File: src/rtl/janela_pkg.sv
// janela_pkg: shared types and default geometry for the 3x3 window builder
// that feeds the `mediana` median sorter.
//   DW_DEF       default pixel width in bits
//   LARGURA_DEF  default image width in pixels (>= 3)
//   ALTURA_DEF   default image height in lines (>= 3)
//   pixel_t      one pixel
//   janela_t     nine pixels, row-major, [0]=top-left .. [8]=bottom-right;
//                same shape as the sorter's `entrada`
package janela_pkg;
  localparam int DW_DEF      = 8;
  localparam int LARGURA_DEF = 8;
  localparam int ALTURA_DEF  = 8;

  typedef logic [DW_DEF-1:0] pixel_t;
  typedef pixel_t janela_t [8:0];
endpackage

File: src/rtl/janela_3x3_if.sv
// janela_3x3_if: pixel input stream and window output stream of janela_3x3.
//   pix_in/pix_valid/pix_ready        raster-order pixel stream into the block
//   pix_sof                           start-of-frame marker (only with JANELA_SOF_EN)
//   janela/janela_valid/janela_ready  3x3 window stream out of the block
//   frame_done                        one-cycle pulse after a frame's last pixel
//
// Handshake: a beat transfers on a rising clk edge where valid && ready are
// both high. While valid is high and ready is low the producer holds its data
// and valid stable. ready may depend combinationally on the consumer's state.
//
// Modports: master = the pixel source / window consumer, slave = janela_3x3.
interface janela_3x3_if
  import janela_pkg::*;
#(
  parameter int DW = DW_DEF
);
  logic [DW-1:0] pix_in;
  logic          pix_valid;
  logic          pix_ready;
`ifdef JANELA_SOF_EN
  logic          pix_sof;
`endif
  logic [DW-1:0] janela [8:0];
  logic          janela_valid;
  logic          janela_ready;
  logic          frame_done;

`ifdef JANELA_SOF_EN
  modport master (output pix_in, pix_valid, pix_sof, janela_ready,
                  input  pix_ready, janela, janela_valid, frame_done);
  modport slave  (input  pix_in, pix_valid, pix_sof, janela_ready,
                  output pix_ready, janela, janela_valid, frame_done);
`else
  modport master (output pix_in, pix_valid, janela_ready,
                  input  pix_ready, janela, janela_valid, frame_done);
  modport slave  (input  pix_in, pix_valid, janela_ready,
                  output pix_ready, janela, janela_valid, frame_done);
`endif
endinterface

File: src/rtl/janela_3x3_linha_buffer.sv
// linha_buffer: one image line of delay. The word at i_addr is read
// combinationally (the value stored one line ago) and replaced by i_din on
// the same clock edge when i_wr_en is high.
//   clk      system clock
//   i_wr_en  write strobe (pixel accepted)
//   i_addr   current column
//   i_din    pixel entering the line
//   o_dout   pixel stored at i_addr one line earlier
// Contents are deliberately not reset; the window logic never emits a
// window before two full lines have been written.
module linha_buffer
  import janela_pkg::*;
#(
  parameter int LARGURA = LARGURA_DEF,
  parameter int DW      = DW_DEF,
  parameter int AW      = $clog2(LARGURA)
) (
  input  logic          clk,
  input  logic          i_wr_en,
  input  logic [AW-1:0] i_addr,
  input  logic [DW-1:0] i_din,
  output logic [DW-1:0] o_dout
);
  logic [DW-1:0] r_mem [LARGURA];

  always_ff @(posedge clk) begin
    if (i_wr_en) r_mem[i_addr] <= i_din;
  end

  assign o_dout = r_mem[i_addr];
endmodule

File: src/rtl/janela_3x3.sv
// janela_3x3: builds 3x3 neighbourhoods from a raster-scan pixel stream and
// presents each interior one to the `mediana` sorter.
//   clk    system clock, rising edge
//   reset  synchronous, active-high; clears counters and drops any window
//   bus    janela_3x3_if.slave: pixel stream in, window stream out, frame_done
// Optional feature macro: JANELA_SOF_EN adds bus.pix_sof, which forces the
// accepted pixel to position (0,0) without dropping a pending window.
module janela_3x3
  import janela_pkg::*;
#(
  parameter int LARGURA = LARGURA_DEF,
  parameter int ALTURA  = ALTURA_DEF,
  parameter int DW      = DW_DEF
) (
  input  logic         clk,
  input  logic         reset,
  janela_3x3_if.slave  bus
);
  localparam int CW = $clog2(LARGURA);
  localparam int RW = $clog2(ALTURA);
  localparam logic [CW-1:0] C_LAST = CW'(LARGURA - 1);
  localparam logic [RW-1:0] R_LAST = RW'(ALTURA - 1);

  logic [CW-1:0] r_col, w_col;
  logic [RW-1:0] r_row, w_row;
  logic [DW-1:0] r_win    [8:0];
  logic [DW-1:0] w_shift  [8:0];
  logic [DW-1:0] r_janela [8:0];
  logic [DW-1:0] w_lb0, w_lb1;
  logic          r_jv, r_fd;
  logic          w_pix_ready, w_accept, w_sof, w_emit, w_col_wrap, w_row_wrap;

`ifdef JANELA_SOF_EN
  assign w_sof = bus.pix_sof;
`else
  assign w_sof = 1'b0;
`endif

  // No skid buffer: a held window stalls the input in the same cycle.
  assign w_pix_ready = !r_jv || bus.janela_ready;
  assign w_accept    = bus.pix_valid && w_pix_ready;

  // Position of the pixel being offered; a start-of-frame pixel is (0,0).
  always_comb begin
    w_col      = w_sof ? '0 : r_col;
    w_row      = w_sof ? '0 : r_row;
    w_col_wrap = (w_col == C_LAST);
    w_row_wrap = (w_row == R_LAST);
    // Only interior centres: the right column of the window must be >= 2
    // columns and >= 2 rows into the image, so rows/columns 0-1 just refill.
    w_emit     = w_accept && (w_row >= RW'(2)) && (w_col >= CW'(2));
  end

  // lb0 holds the previous line, lb1 the line before it.
  linha_buffer #(.LARGURA(LARGURA), .DW(DW), .AW(CW)) u_lb0 (
    .clk    (clk),
    .i_wr_en(w_accept),
    .i_addr (w_col),
    .i_din  (bus.pix_in),
    .o_dout (w_lb0)
  );

  linha_buffer #(.LARGURA(LARGURA), .DW(DW), .AW(CW)) u_lb1 (
    .clk    (clk),
    .i_wr_en(w_accept),
    .i_addr (w_col),
    .i_din  (w_lb0),
    .o_dout (w_lb1)
  );

  // Window shifted one column left with the new column {lb1, lb0, pix_in}
  // entering on the right (top to bottom).
  always_comb begin
    for (int i = 0; i < 9; i++) w_shift[i] = '0;
    for (int r = 0; r < 3; r++) begin
      w_shift[r*3]     = r_win[r*3 + 1];
      w_shift[r*3 + 1] = r_win[r*3 + 2];
    end
    w_shift[2] = w_lb1;
    w_shift[5] = w_lb0;
    w_shift[8] = bus.pix_in;
  end

  always_ff @(posedge clk) begin
    if (reset) begin
      r_col <= '0;
      r_row <= '0;
      r_jv  <= 1'b0;
      r_fd  <= 1'b0;
      for (int i = 0; i < 9; i++) begin
        r_win[i]    <= '0;
        r_janela[i] <= '0;
      end
    end else begin
      r_fd <= w_accept && w_col_wrap && w_row_wrap;
      if (w_accept) begin
        r_win <= w_shift;
        r_col <= w_col_wrap ? '0 : w_col + 1'b1;
        if (w_col_wrap) r_row <= w_row_wrap ? '0 : w_row + 1'b1;
        else            r_row <= w_row;
      end
      // A new window replaces a consumed one without a bubble.
      if (w_emit) begin
        r_janela <= w_shift;
        r_jv     <= 1'b1;
      end else if (bus.janela_ready) begin
        r_jv <= 1'b0;
      end
    end
  end

  assign bus.pix_ready    = w_pix_ready;
  assign bus.janela       = r_janela;
  assign bus.janela_valid = r_jv;
  assign bus.frame_done   = r_fd;
endmodule

File: src/flat_wrapper.sv
// flat-port wrapper written by rule: the top's interface ports become plain ports
module janela_3x3_flat import janela_pkg::*;
#(
  parameter int LARGURA = LARGURA_DEF,
  parameter int ALTURA  = ALTURA_DEF,
  parameter int DW      = DW_DEF
)
  (clk, reset, bus_pix_in, bus_pix_valid, bus_janela_ready, bus_pix_ready, bus_janela, bus_janela_valid, bus_frame_done);
  janela_3x3_if #(.DW(DW)) bus_i ();
  input  logic clk;
  input  logic reset;
  input wire logic [$bits(bus_i.pix_in)-1:0] bus_pix_in;
  input wire logic [$bits(bus_i.pix_valid)-1:0] bus_pix_valid;
  input wire logic [$bits(bus_i.janela_ready)-1:0] bus_janela_ready;
  output wire logic [$bits(bus_i.pix_ready)-1:0] bus_pix_ready;
  output wire logic [$bits(bus_i.janela)-1:0] bus_janela;
  output wire logic [$bits(bus_i.janela_valid)-1:0] bus_janela_valid;
  output wire logic [$bits(bus_i.frame_done)-1:0] bus_frame_done;
  assign bus_i.pix_in = bus_pix_in;
  assign bus_i.pix_valid = bus_pix_valid;
  assign bus_i.janela_ready = bus_janela_ready;
  assign bus_pix_ready = bus_i.pix_ready;
  assign bus_janela = {>>{bus_i.janela}};
  assign bus_janela_valid = bus_i.janela_valid;
  assign bus_frame_done = bus_i.frame_done;
  janela_3x3 #(.LARGURA(LARGURA), .ALTURA(ALTURA), .DW(DW)) u_core (.clk(clk), .reset(reset), .bus(bus_i));
endmodule
File: config.mk
export PLATFORM = sky130hd
export DESIGN_NAME = janela_3x3_flat
export DESIGN_NICKNAME = d
export VERILOG_FILES = /design/src/rtl/janela_pkg.sv /design/src/rtl/janela_3x3_if.sv /design/src/rtl/janela_3x3_linha_buffer.sv /design/src/rtl/janela_3x3.sv /design/src/flat_wrapper.sv
export SDC_FILE = /design/constraint.sdc
export NUM_CORES = 1
export LEC_CHECK = 0
export CORE_MARGIN = 2
export CORE_UTILIZATION = 51
export CTS_CLUSTER_DIAMETER = 150
export DETAILED_ROUTE_END_ITERATION = 12
export GPL_TIMING_DRIVEN = 0
export PLACE_DENSITY = 0.75
export SYNTH_ARGS = -nofsm -noshare
export SYNTH_HDL_FRONTEND = slang
export SYNTH_SLANG_ARGS = --single-unit
export TNS_END_PERCENT = 100
File: constraint.sdc
create_clock -name clk -period 3.19 [get_ports clk]
set_clock_uncertainty 0.15 [all_clocks]
set_input_delay 0.638 -clock clk [delete_from_list [all_inputs] [get_ports clk]]
set_output_delay 0.638 -clock clk [all_outputs]
set_load 0.05 [all_outputs]
Word level (Yosys, flattened, before mapping):

Memory sizes are Yosys's and may differ from the RTL's. A register that Yosys moved wholly into a read port is not among the register bits.
Index checks and enable logic that the tools add are counted.

* output and inout bits: 75
* latch bits: 0
* register bits: 128
* memories kept: 2
* bits in writable memories: 128
* bits in read-only memories: 0

Memories
* u_core.u_lb0.r_mem: depth 8, width 8, read ports 1, clocked after Yosys merged registers in 1, wr ports 1, RTL line janela_3x3_linha_buffer.sv:24 `logic [DW-1:0] r_mem [LARGURA];`
* u_core.u_lb1.r_mem: depth 8, width 8, read ports 1, clocked after Yosys merged registers in 1, wr ports 1, RTL line janela_3x3_linha_buffer.sv:24

* equality and inequality tests: 2
* divide/modulo/power cells: 0
* muxes and demuxes: 10
* $add $sub $neg: 2
* magnitude comparators: 2
* bitwise operators: 0
* reduce and logical (&&, ||, !) cells: 9
* $mul: 0
* shift operators: 0

Operator list (number)
* 3-bit 2-to-1 mux: 6
* 3-bit by 1-bit adder with 3-bit output, second input constant: 2
* 3-bit equality test, second input constant: 2
* 3-bit by 2-bit >= comparator with 1-bit output, second input constant: 2
* 1-bit logical AND: 5
* 1-bit 2-to-1 mux: 4
* 2-bit AND reduction: 1
* 2-bit nonzero test: 1
* 1-bit logical NOT: 1
* 1-bit logical OR: 1

Depth between registers and ports, before layout:

* depth after elaboration: 6
* depth in mapped cells: 8
* gate-level depth less buffers: 6

Modules after synthesis:

From an unflattened synthesis, not the netlist that was laid out.

* cell total of the unflattened synthesis: 819
* area, all modules: 10632.7 um^2

By module, submodules not included
* janela_3x3: cells each 577, area an instance 5522.8 um^2, times used 1
* linha_buffer: cells each 121, area an instance 2555.0 um^2, times used 2

Worst setup path before layout:

No wires, ideal clock.

* path kind: input port to flip-flop
* start point: in bus_janela_ready
* end point: mem u_core.u_lb0.r_mem[0][0] (netlist name), enable pin
* cell stages on the path: 5
* slack: -0.449 ns
* required time: 2.610 ns
* data arrival time: 3.059 ns
* library setup time: 0.430 ns
* cell sequence: nand2b_1 > buf_2 > nand2_1 > clkbuf_1 > nor4_1

* longest elaborated chain between the ends: 4

RTL lines
* start: declaration: RTL line flat_wrapper.sv:14 `input wire logic [$bits(bus_i.janela_ready)-1:0] bus_janela_ready;`
* 1-bit logical OR: RTL line janela_3x3.sv:40 `assign w_pix_ready = !r_jv || bus.janela_ready;`
* net bus_pix_ready: RTL line flat_wrapper.sv:15 `output wire logic [$bits(bus_i.pix_ready)-1:0] bus_pix_ready;`
* 1-bit logical AND: RTL line janela_3x3.sv:41 `assign w_accept = bus.pix_valid && w_pix_ready;`
* 1-bit 2-to-1 mux: RTL line janela_3x3_linha_buffer.sv:27 `if (i_wr_en) r_mem[i_addr] <= i_din;`
* 1-bit 2-to-1 mux (not written as such): RTL line janela_3x3_linha_buffer.sv:27
* end: declaration: RTL line janela_3x3_linha_buffer.sv:24

The timed path passes the listed nets, and every way through them passes these cells.

Worst setup path after layout:

* start point: in bus_janela_ready
* end point: out bus_pix_ready

* longest elaborated chain between the ends: 1

RTL lines (RTL line)
* 1-bit logical OR: janela_3x3.sv:40
* end: declaration: flat_wrapper.sv:15

Every way passes these cells.

==> metrics <==
status=complete, no violations; worst-margin pin slew=0.932 ns; Seq. cell area=6470 um2; total DRC errors in the routed layout=0; endpoint of the lowest-slack register-to-register path=u_core.u_lb0.r_mem[1][3]; cell count after synthesis=763; type of origin of the critical path=input port; first-pass GRT wire length=32600 um; hold-critical path depth=2; clock edge transition at the registers on the reported setup and hold paths=0.06 ns; FF+latch count, synth=259; insertion delay of the later-clocked pin in the worst-skew pair=0.52 ns; # IOs=87; Net Sw Power=0.00149 W; clock root buffer=clkbuf_16; post-route ant nets=0; buffers added on ports=85; buffers inserted during post-CTS setup optimization=0; fin util=64.0%; part of the Yosys area used for sequential elements=68.9%; GP Congestion=0.795; synthesis-to-layout area growth=22.9%; CTS tree=yes; via count normalized by instance count=5.44; die extent in x=140 um; Final Hold Vio Count=0; post-cts resize count=0; layout cells sized above 1=14.0%; Setup Viol. Count Final=0; cells taking the most area after synthesis=edfxtp_1, dfxtp_1, mux4_2; worst-case register-to-register setup slack=0.49 ns; Inserted Clock Buffers=26; violation count after the first detailed-routing iteration=437; Routed WL=20700 um; Critical R2R Launch=u_core.bus.janela_valid; die area=19500 um2; syn avg cell area=12.3 um2; proportion of power drawn by combinational gates=5.5%; # H-tree levels=1; post-synth top area cell=edfxtp_1; Max Clk Rate=0.335 GHz; Endpoint, Worst Hold=u_core.bus.janela[6]; TritonRoute pass-1 iters=5; per-cell routed wire length=18.3 um; proportion of netlist area held by the largest area contributor=40.9%; power per cell area=605 nW/um2; maximum fanout count along the critical path=7; number of synthesis warnings=0; flip-flop cell with the highest count after synthesis=dfxtp_1; worst supply voltage drop on vdd=464 uV; clock share of power=42.4%; P_leak=3.84 nW; via count of the first global-routing pass=5830; worst setup slack before clock tree synthesis=-0.291 ns; switching share of power=21.3%; site row count=49; maximum number of pins on one net before global-route repair=17; post-layout worst setup margin=0.201 ns; Initial Util=52.1%; nature of the critical path endpoint=output port; syn_nets=781; power share of the sequential group=52.1%; number of distinct library cells after synthesis=24; vertical die dimension=140 um; number of slew-limit violations in the final report=0; antenna cells=0; async set or reset register ratio after synthesis=0%; Floorplan Core Area=18000 um2; setup TNS after final layout=0 ns; post-cts hold buffer count=0; path type of the worst min-delay path=flop to flop; max-slew headroom at the worst pin=37.7%; Final HPWL DP=14100 um; Worst Min Path Start=u_core.bus.janela[6]; count leader, synth=nand2_1; data arrival time of the critical path=2.20 ns; count of max-cap constraint violations=0; share of the cycle needed by the critical path after routing=93.7%; number of enable-type register cells in the synthesized netlist=128; number of fill cells in the layout=1371; internal power consumption=0.00549 W; global-route total usage across every layer=21.1%; post-synth design cell area=9390 um2; Req. time, crit path=2.40 ns; number of antenna violations at the first check in global routing=0; top cell types by occurrence after synthesis=nand2_1, dfxtp_1, edfxtp_1; Clock Path Buffers=3; number of clock sinks seen by CTS=259; crit path time final=2.99 ns; GRT Residual Overflow=0; RSZ-0062 raised after global routing=false; vias post-DR=6167; Post-layout nets=903; cell count of the worst reg-to-reg path=6; Overall Power=0.00698 W; critical path class=input port to output port; hold slack=0.302 ns; multi-input logic area=2720 um2
==> critical path: stages <==
cell and delay, ns:
clkdlybuf4s50_1 0.45, nand2b_1 0.09, buf_2 0.17, clkdlybuf4s50_1 0.85
==> cells in the final DEF, fill, tap and decap left out, types with 2 or more instances in the layout <==
cell type and n:
clkbuf_1 34, nor3_2 3, buf_8 3, buf_1 2, ha_1 6, clkdlybuf4s50_1 85, clkbuf_8 6, or3_1 4
edfxtp_1 128, nand2_1 185, nand2b_1 2, nor2_2 3, nor2_1 65, nor3_1 32, inv_1 2, dfxtp_1 131
clkbuf_16 28, clkinv_2 4, mux4_2 32, nand3_1 2, mux2_2 16, buf_2 18, buf_6 10, a21oi_1 94
==> layout make-up <==
class                      instances  share of cell area [%]
multi-input combinational        452                    23.6
tap                              229                    2.48
sequential                       259                    56.1
buffer                            50                    2.08
clock inverter                     5                   0.249
inverter                           2                  0.0651
clock buffer                      43                    7.09
timing repair buffer              94                    8.35
==> routing by layer <==
metal | track usage, % | wire length (um) | up-vias
met1 | 29.4 | 9010 | 3029
met5 | 0 | 0 | -
met3 | 4.40 | 1250 | 28
li1 | - | - | 2928
met2 | 34.6 | 10100 | 182
met4 | 4.53 | 323 | 0
==> state kept, by name, summed over array words and instances (netlist names), named ones only <==
name	flops
u_core.r_col	3
u_core.r_win	48
u_core.bus.janela_valid	1
u_core.bus.janela	72
u_core.bus.frame_done	1
u_core.u_lb0.r_mem	64
u_core.r_row	3
u_core.u_lb1.r_mem	64
==> power groups by stage <==
stage,sequential [W],combinational (W),clock [W]
after global placement,0.00371,0.000365,0
after detailed placement,0.00371,0.000383,0
final,0.00364,0.000384,0.00296
after floorplan,0.00369,0.000249,0
after CTS,0.00364,0.000388,0.00299
after global routing,0.00364,0.000418,0.00314
==> worst max-delay path by stage <==
stage / start / to / slack (ns)
final: bus_janela_ready / bus_pix_ready / 0.20
after global placement: bus_janela_ready / u_core.u_lb0.r_mem[3][3] / -1.55
after CTS: bus_janela_ready / bus_pix_ready / 0.19
after global routing: bus_janela_ready / u_core.u_lb0.r_mem[1][3] / 0.03
after floorplan: bus_janela_ready / u_core.u_lb0.r_mem[2][0] / -0.05
after detailed placement: bus_janela_ready / u_core.u_lb0.r_mem[1][3] / -0.29
==> cells by family (layout without fill, tap and decap cells) <==
group,Yosys count,in the layout,synth area share (%)
AO/OA/AOI/OAI,96,96,5.18
adder cells (fa/ha/maj),6,6,0.800
buffers and inverters,52,194,2.64
flip-flops,259,259,68.9
AND/OR/NAND/NOR,302,302,12.9
multiplexers,48,48,9.59
==> stage by stage <==
step,instance area [um2],std cells
after floorplan,9400,763
after global placement,10500,1077
after detailed placement,10700,1086
after CTS,11500,1134
after global routing,11500,1134
final,11500,1134
No activity file was read; power rests on OpenSTA's default activity.
